File: config.mk
export PLATFORM = sky130hd
export DESIGN_NAME = cpu_decode_pipe
export DESIGN_NICKNAME = d
export VERILOG_FILES = /design/src/rtl/cpu_pkg.sv /design/src/rtl/cpu_decode_fields.sv /design/src/rtl/cpu_decode_pipe.sv
export SDC_FILE = /design/constraint.sdc
export NUM_CORES = 1
export LEC_CHECK = 0
export BUFFER_PORTS_ARGS = -buffer_cell sky130_fd_sc_hd__clkbuf_2
export CORE_MARGIN = 5
export CORE_UTILIZATION = 50
export DETAILED_ROUTE_END_ITERATION = 7
export GPL_TIMING_DRIVEN = 0
export PLACE_DENSITY = 0.77
export REMOVE_ABC_BUFFERS = 1
export SETUP_SLACK_MARGIN = 0.1
export SYNTH_ARGS = -nofsm -noshare
export SYNTH_HDL_FRONTEND = slang
export SYNTH_HIERARCHICAL = 1
export SYNTH_SLANG_ARGS = --single-unit
File: constraint.sdc
create_clock -name clk_i -period 5.2 [get_ports clk_i]
set_input_delay 1.04 -clock clk_i [delete_from_list [all_inputs] [get_ports clk_i]]
set_output_delay 1.04 -clock clk_i [all_outputs]
set_load 0.02 [all_outputs]
File: src/rtl/cpu_pkg.sv
// Shared encodings for the moxie decode stage: instruction forms, FORM1 opcodes,
// branch condition codes and the opcode ranges that decode as illegal.
package cpu_pkg;

    typedef enum logic [1:0] {
        Form1   = 2'b00,
        FormIll = 2'b01,
        Form2   = 2'b10,
        Form3   = 2'b11
    } form_e;

    localparam logic [7:0] OpNop   = 8'h00;
    localparam logic [7:0] OpLdiL  = 8'h01;
    localparam logic [7:0] OpMov   = 8'h02;
    localparam logic [7:0] OpJsra  = 8'h03;
    localparam logic [7:0] OpRet   = 8'h04;
    localparam logic [7:0] OpLdaL  = 8'h08;
    localparam logic [7:0] OpStaL  = 8'h09;
    localparam logic [7:0] OpLdoL  = 8'h0C;
    localparam logic [7:0] OpStoL  = 8'h0D;
    localparam logic [7:0] OpJmpa  = 8'h1A;
    localparam logic [7:0] OpLdiB  = 8'h1B;
    localparam logic [7:0] OpLdaB  = 8'h1D;
    localparam logic [7:0] OpStaB  = 8'h1F;
    localparam logic [7:0] OpLdiS  = 8'h20;
    localparam logic [7:0] OpLdaS  = 8'h22;
    localparam logic [7:0] OpStaS  = 8'h24;
    localparam logic [7:0] OpSwi   = 8'h30;
    localparam logic [7:0] OpLdoB  = 8'h36;
    localparam logic [7:0] OpStoB  = 8'h37;
    localparam logic [7:0] OpLdoS  = 8'h38;
    localparam logic [7:0] OpStoS  = 8'h39;

    localparam logic [3:0] CondEq  = 4'h0;
    localparam logic [3:0] CondNe  = 4'h1;
    localparam logic [3:0] CondLt  = 4'h2;
    localparam logic [3:0] CondGt  = 4'h3;
    localparam logic [3:0] CondLtu = 4'h4;
    localparam logic [3:0] CondGtu = 4'h5;
    localparam logic [3:0] CondGe  = 4'h6;
    localparam logic [3:0] CondLe  = 4'h7;
    localparam logic [3:0] CondGeu = 4'h8;
    localparam logic [3:0] CondLeu = 4'h9;

    localparam logic [7:0] Ill0Lo    = 8'h0F;
    localparam logic [7:0] Ill0Hi    = 8'h18;
    localparam logic [7:0] Ill1Lo    = 8'h3A;
    localparam logic [7:0] Ill1Hi    = 8'h3F;
    localparam logic [3:0] CondIllLo = 4'hA;

    function automatic logic f1_has_operand(input logic [7:0] op);
        case (op)
            OpLdiL, OpJsra, OpLdaL, OpStaL, OpLdoL, OpStoL, OpJmpa, OpLdiB, OpLdaB, OpStaB,
            OpLdiS, OpLdaS, OpStaS, OpSwi, OpLdoB, OpStoB, OpLdoS, OpStoS: return 1'b1;
            default: return 1'b0;
        endcase
    endfunction

    function automatic logic f1_illegal(input logic [7:0] op);
        return ((op >= Ill0Lo) && (op <= Ill0Hi)) || ((op >= Ill1Lo) && (op <= Ill1Hi));
    endfunction

endpackage

File: src/rtl/cpu_decode_fields.sv
// Combinational crack of one moxie instruction word (plus trailing operand) into
// form, op, register and immediate fields with an illegal-opcode flag.
module cpu_decode_fields
    import cpu_pkg::*;
#(
    parameter int unsigned OPERAND_W = 32,
    parameter int unsigned REG_W     = 4
) (
    input  logic [15:0]          opcode_i,
    input  logic [31:0]          operand_i,
    output logic [1:0]           form_o,
    output logic [7:0]           op_o,
    output logic [REG_W-1:0]     ra_o,
    output logic [REG_W-1:0]     rb_o,
    output logic [OPERAND_W-1:0] imm_o,
    output logic                 has_operand_o,
    output logic                 illegal_o
);

    form_e form;

    assign form   = form_e'(opcode_i[15:14]);
    assign form_o = form;

    always_comb begin
        op_o          = '0;
        ra_o          = '0;
        rb_o          = '0;
        imm_o         = '0;
        has_operand_o = 1'b0;
        illegal_o     = 1'b0;
        unique case (form)
            Form1: begin
                op_o          = opcode_i[15:8];
                ra_o          = REG_W'(opcode_i[7:4]);
                rb_o          = REG_W'(opcode_i[3:0]);
                has_operand_o = f1_has_operand(opcode_i[15:8]);
                illegal_o     = f1_illegal(opcode_i[15:8]);
                if (has_operand_o) begin
                    imm_o = OPERAND_W'(operand_i);
                end
            end
            FormIll: illegal_o = 1'b1;
            Form2: begin
                op_o  = {6'b0, opcode_i[13:12]};
                ra_o  = REG_W'(opcode_i[11:8]);
                imm_o = OPERAND_W'(opcode_i[7:0]);
            end
            Form3: begin
                op_o      = {4'b0, opcode_i[13:10]};
                illegal_o = (opcode_i[13:10] >= CondIllLo);
                // Branch offset is a halfword count; sign-extend the doubled value.
                imm_o     = {{(OPERAND_W-11){opcode_i[9]}}, opcode_i[9:0], 1'b0};
            end
            default: ;
        endcase
    end

endmodule

File: src/rtl/cpu_decode_pipe.sv
// Registered moxie decode stage: valid/ready handshake with optional 2-entry skid,
// flush, and a saturating count of delivered illegal instructions.
module cpu_decode_pipe
    import cpu_pkg::*;
#(
    parameter int unsigned OPERAND_W = 32,
    parameter int unsigned REG_W     = 4,
    parameter int unsigned SKID      = 1,
    parameter int unsigned CNT_W     = 16,
    parameter int unsigned TRACE     = 0
) (
    input  logic                 clk_i,
    input  logic                 rst_i,
    input  logic [15:0]          opcode_i,
    input  logic [31:0]          operand_i,
    input  logic                 valid_i,
    output logic                 ready_o,
    input  logic                 flush_i,
    output logic                 valid_o,
    input  logic                 ready_i,
    output logic [1:0]           form_o,
    output logic [7:0]           op_o,
    output logic [REG_W-1:0]     ra_o,
    output logic [REG_W-1:0]     rb_o,
    output logic [OPERAND_W-1:0] imm_o,
    output logic                 has_operand_o,
    output logic                 illegal_o,
    output logic [CNT_W-1:0]     illegal_cnt_o
);

    localparam int unsigned BundleW = 2 + 8 + 2 * REG_W + OPERAND_W + 2;

    logic [1:0]           dec_form;
    logic [7:0]           dec_op;
    logic [REG_W-1:0]     dec_ra;
    logic [REG_W-1:0]     dec_rb;
    logic [OPERAND_W-1:0] dec_imm;
    logic                 dec_has_operand;
    logic                 dec_illegal;
    logic [BundleW-1:0]   dec_bundle;

    logic [BundleW-1:0]   out_q, out_d;
    logic [BundleW-1:0]   skid_q, skid_d;
    logic                 valid_q, valid_d;
    logic                 skid_full_q, skid_full_d;
    logic [CNT_W-1:0]     cnt_q, cnt_d;
    logic                 in_fire, out_fire;
    logic                 unused_trace;

    cpu_decode_fields #(
        .OPERAND_W(OPERAND_W),
        .REG_W    (REG_W)
    ) u_fields (
        .opcode_i     (opcode_i),
        .operand_i    (operand_i),
        .form_o       (dec_form),
        .op_o         (dec_op),
        .ra_o         (dec_ra),
        .rb_o         (dec_rb),
        .imm_o        (dec_imm),
        .has_operand_o(dec_has_operand),
        .illegal_o    (dec_illegal)
    );

    assign dec_bundle = {dec_form, dec_op, dec_ra, dec_rb, dec_imm, dec_has_operand, dec_illegal};

    assign ready_o  = (SKID != 0) ? !skid_full_q : (!valid_q || ready_i);
    assign in_fire  = valid_i && ready_o;
    assign out_fire = valid_q && ready_i;

    always_comb begin
        out_d       = out_q;
        skid_d      = skid_q;
        valid_d     = valid_q;
        skid_full_d = skid_full_q;
        cnt_d       = cnt_q;
        if (out_fire && out_q[0] && (cnt_q != {CNT_W{1'b1}})) begin
            cnt_d = cnt_q + CNT_W'(1);
        end
        if (flush_i) begin
            valid_d     = 1'b0;
            skid_full_d = 1'b0;
        end else if (!valid_q || ready_i) begin
            // Output slot frees up: the older skid entry always goes first.
            if (skid_full_q) begin
                out_d       = skid_q;
                valid_d     = 1'b1;
                skid_full_d = 1'b0;
            end else if (in_fire) begin
                out_d   = dec_bundle;
                valid_d = 1'b1;
            end else begin
                valid_d = 1'b0;
            end
        end else if (in_fire && (SKID != 0)) begin
            skid_d      = dec_bundle;
            skid_full_d = 1'b1;
        end
    end

    always_ff @(posedge clk_i) begin
        if (!rst_i) begin
            out_q       <= '0;
            skid_q      <= '0;
            valid_q     <= 1'b0;
            skid_full_q <= 1'b0;
            cnt_q       <= '0;
        end else begin
            out_q       <= out_d;
            skid_q      <= skid_d;
            valid_q     <= valid_d;
            skid_full_q <= skid_full_d;
            cnt_q       <= cnt_d;
        end
    end

    assign valid_o       = valid_q;
    assign {form_o, op_o, ra_o, rb_o, imm_o, has_operand_o, illegal_o} = out_q;
    assign illegal_cnt_o = cnt_q;

    // Mnemonic trace is a simulation-only concern and has no hardware.
    assign unused_trace = (TRACE != 0);

endmodule

==> results.tsv <==
metric	value	unit
ys_types	54	
synth_area	5880	µm²
cts-buffers-inserted	17	
rrSetupSlack	2.87	ns
crit_required	5.51	ns
ys_ff_latch	122	
hold_path_depth	2	
min_to	skid_q[13]$_SDFFE_PN0P_	
start_kind	input pin	
tritoncts	built	
cts_setup_buffers	0	
critical_path_class	input pin to flop	
p_per_area	334	nW/µm²
min_from	skid_q[13]$_SDFFE_PN0P_	
io_pins	123	
ctsHtreeMaxLevel	4	
cts_max_path_buffers	2	
diodes	0	
area_delta_synth_final	21.5	%
synth.avg_cell_area	8.64	µm²
layout_min_cycle_time	2.78	ns
synth_top_family_by_area	compound AO/OA/AOI/OAI gates	
drive_gt1_share	23.2	%
outcome	finished, final reports clean	
hold_violations	0	
port_buffers	122	
place_hpwl	9.66	mm
final_cell_mix	122 x clkbuf_2, 121 x dfxtp_1, 120 x nand2_1	
min_period_over_period	53.4	%
core	11500	µm²
cts.sinks	122	
final_common_cell	clkbuf_2	
synth-edff-count	0	
setup-tns-final	0	ns
drtPass1Iterations	5	
synth-compound-area-share	20.2	%
timing.rr.start	skid_full_q$_SDFFE_PP0P_	
grt_start_max_net_pins	72	
vias	5334	
start_util	51.3	%
grt_pass1_wl	24.9	mm
crit_path_end_kind	flop	
grt_pass1_vias	5247	
async_flop_share	0	%
syn_inst	681	
synth-main-ff-cell	dfxtp_1	
cts.clk_slew.worst_paths	0.05	ns
cts_resized	0	
drc	0	
worstPathArrival	3.09	ns
drv_cap	0	
netlist.area_leader.share	41.5	%
tightest_slew	0.944	ns
maxSlewHeadroom	37.1	%
reg2reg_depth	6	
nets	817	
die_area	14000	µm²
synthXorXnorAreaFrac	0.298	%
synthSimpleGateAreaFrac	18.7	%
drt_iter0_markers	243	
p_leak	0.00264	µW
ir_drop	0.000217	V
wl_per_cell	16.2	µm
rows	39	
hp-class	flop to flop	
chipWidth	118	µm
cp_max_fo	33	
via_per_inst	5.80	
rsz0062_at_grt	false	
antenna_found_initial	0	
grt_overflow	0	
skew	0.00469	ns
place.gp.congestion	0.859	
routed_wl	14.9	mm
ys_seq_area_share	41.5	%
synthTopCellsByArea	dfxtp_1 42%, mux2i_1 11%, nand2_1 7.7%, a211oi_1 6.6%, a21oi_1 5.5%	
grtUsageTotal	21.2	%
fmax	360	MHz
fillers	1005	
worstReg2RegEnd	out_q[24]$_SDFFE_PN0P_	
drv_slew	0	
fin_hold_ws	0.451	ns
setup_viol_count_final	0	
ant_nets	0	
clk_latency	0.41	ns
die_h	118	µm
ys_warn_count	6	
synth.mux.area_fraction	12.8	%
synth_top_cell_by_area	dfxtp_1	
cts_root_buffer	clkbuf_16	
synthAdderAreaFrac	0.213	%
hold_buffers	0	
## critical path, stage by stage
cell and delay (ns):
clkbuf_2 0.18, or4b_4 0.57, a31oi_1 0.21, a311o_4 0.46, a31o_1 0.25, mux2i_1 0.09, a211oi_1 0.29
## cell usage after synthesis (2+ instances only)
| library cell | count |
|---|---|
| and3_1 | 6 |
| a31o_1 | 22 |
| mux2_1 | 2 |
| o31ai_1 | 2 |
| nand2b_1 | 10 |
| nand3_1 | 5 |
| buf_4 | 6 |
| inv_1 | 3 |
| a21oi_1 | 65 |
| or4_1 | 3 |
| nand4_1 | 3 |
| nand2_1 | 120 |
| dfxtp_1 | 122 |
| clkbuf_1 | 33 |
| nand3b_1 | 2 |
| and2_1 | 10 |
| mux2_2 | 7 |
| nor2b_1 | 3 |
| and4_1 | 5 |
| mux2i_1 | 65 |
| nor2_1 | 60 |
| buf_2 | 25 |
| buf_6 | 4 |
| a211oi_1 | 52 |
| or3_1 | 2 |
| a32o_1 | 11 |
| o41ai_1 | 3 |
| a22o_1 | 3 |
| nor3_1 | 2 |
## registers in the layout (all words and copies together), names as in the netlist
signal,count
illegal_cnt_o,16
out_q,52
skid_full_q,1
skid_q,52
valid_o,1
## logic make-up after synthesis
| group | after synthesis |
|---|---|
| compound gates | 170 |
| xor+xnor | 2 |
| fa+ha+maj | 1 |
| buf+inv | 72 |
| flops | 122 |
| mux | 74 |
| other cells | 1 |
| simple gates | 239 |
## final cells by class
class / instances / area, µm² / area share [%]
multi-input combinational: 488 / 3100 / 43.4
sequential: 122 / 2450 / 34.2
tap: 143 / 179 / 2.50
clock buffer: 25 / 515 / 7.21
timing repair buffer: 131 / 831 / 11.6
clock inverter: 7 / 62.6 / 0.875
inverter: 3 / 13.8 / 0.193
## layer usage
| layer | share of wire, % | wire [µm] | GRT usage (%) | vias to the layer above |
|---|---|---|---|---|
| met5 | 0 | 0 | 0 | - |
| met4 | 1.9 | 278 | 7.44 | 0 |
| li1 | - | - | - | 2594 |
| met1 | 43 | 6360 | 25.9 | 2530 |
| met2 | 47 | 7050 | 34.7 | 184 |
| met3 | 7.9 | 1180 | 7.31 | 26 |
## through the flow
step	area [µm²]	total power [µW]	worst slack, ns	util (%)	cells
5_1_grt	7150	2480	2.28	62.3	919
4_1_cts	7150	2410	2.46	62.3	919
3_3_place_gp	6320	1250	-2.62	55.1	878
6_report	7150	2390	2.42	62.3	919
2_1_floorplan	5530	1160	-0.482	-	613
3_5_place_dp	6570	1270	2.03	57.3	887
## worst max-delay path by stage
stage / endpoint / start / cells after the start
global route: out_q[24]$_SDFFE_PN0P_ / opcode_i[13] / 7
detailed placement: out_q[24]$_SDFFE_PN0P_ / opcode_i[8] / 7
floorplan: out_q[0]$_SDFFE_PN0P_ / skid_full_q$_SDFFE_PP0P_ / 3
global placement: out_q[6]$_SDFFE_PN0P_ / skid_full_q$_SDFFE_PP0P_ / 3
finish: out_q[24]$_SDFFE_PN0P_ / opcode_i[8] / 7
CTS: out_q[24]$_SDFFE_PN0P_ / opcode_i[8] / 7
## where the power goes
group          internal [µW]  total [µW]  switching (µW)
Clock                    729        1140             409
Sequential               964         982            17.4
Combinational            103         266             163
Total                   1800        2390             590
Power figures use the tool's default switching activity.
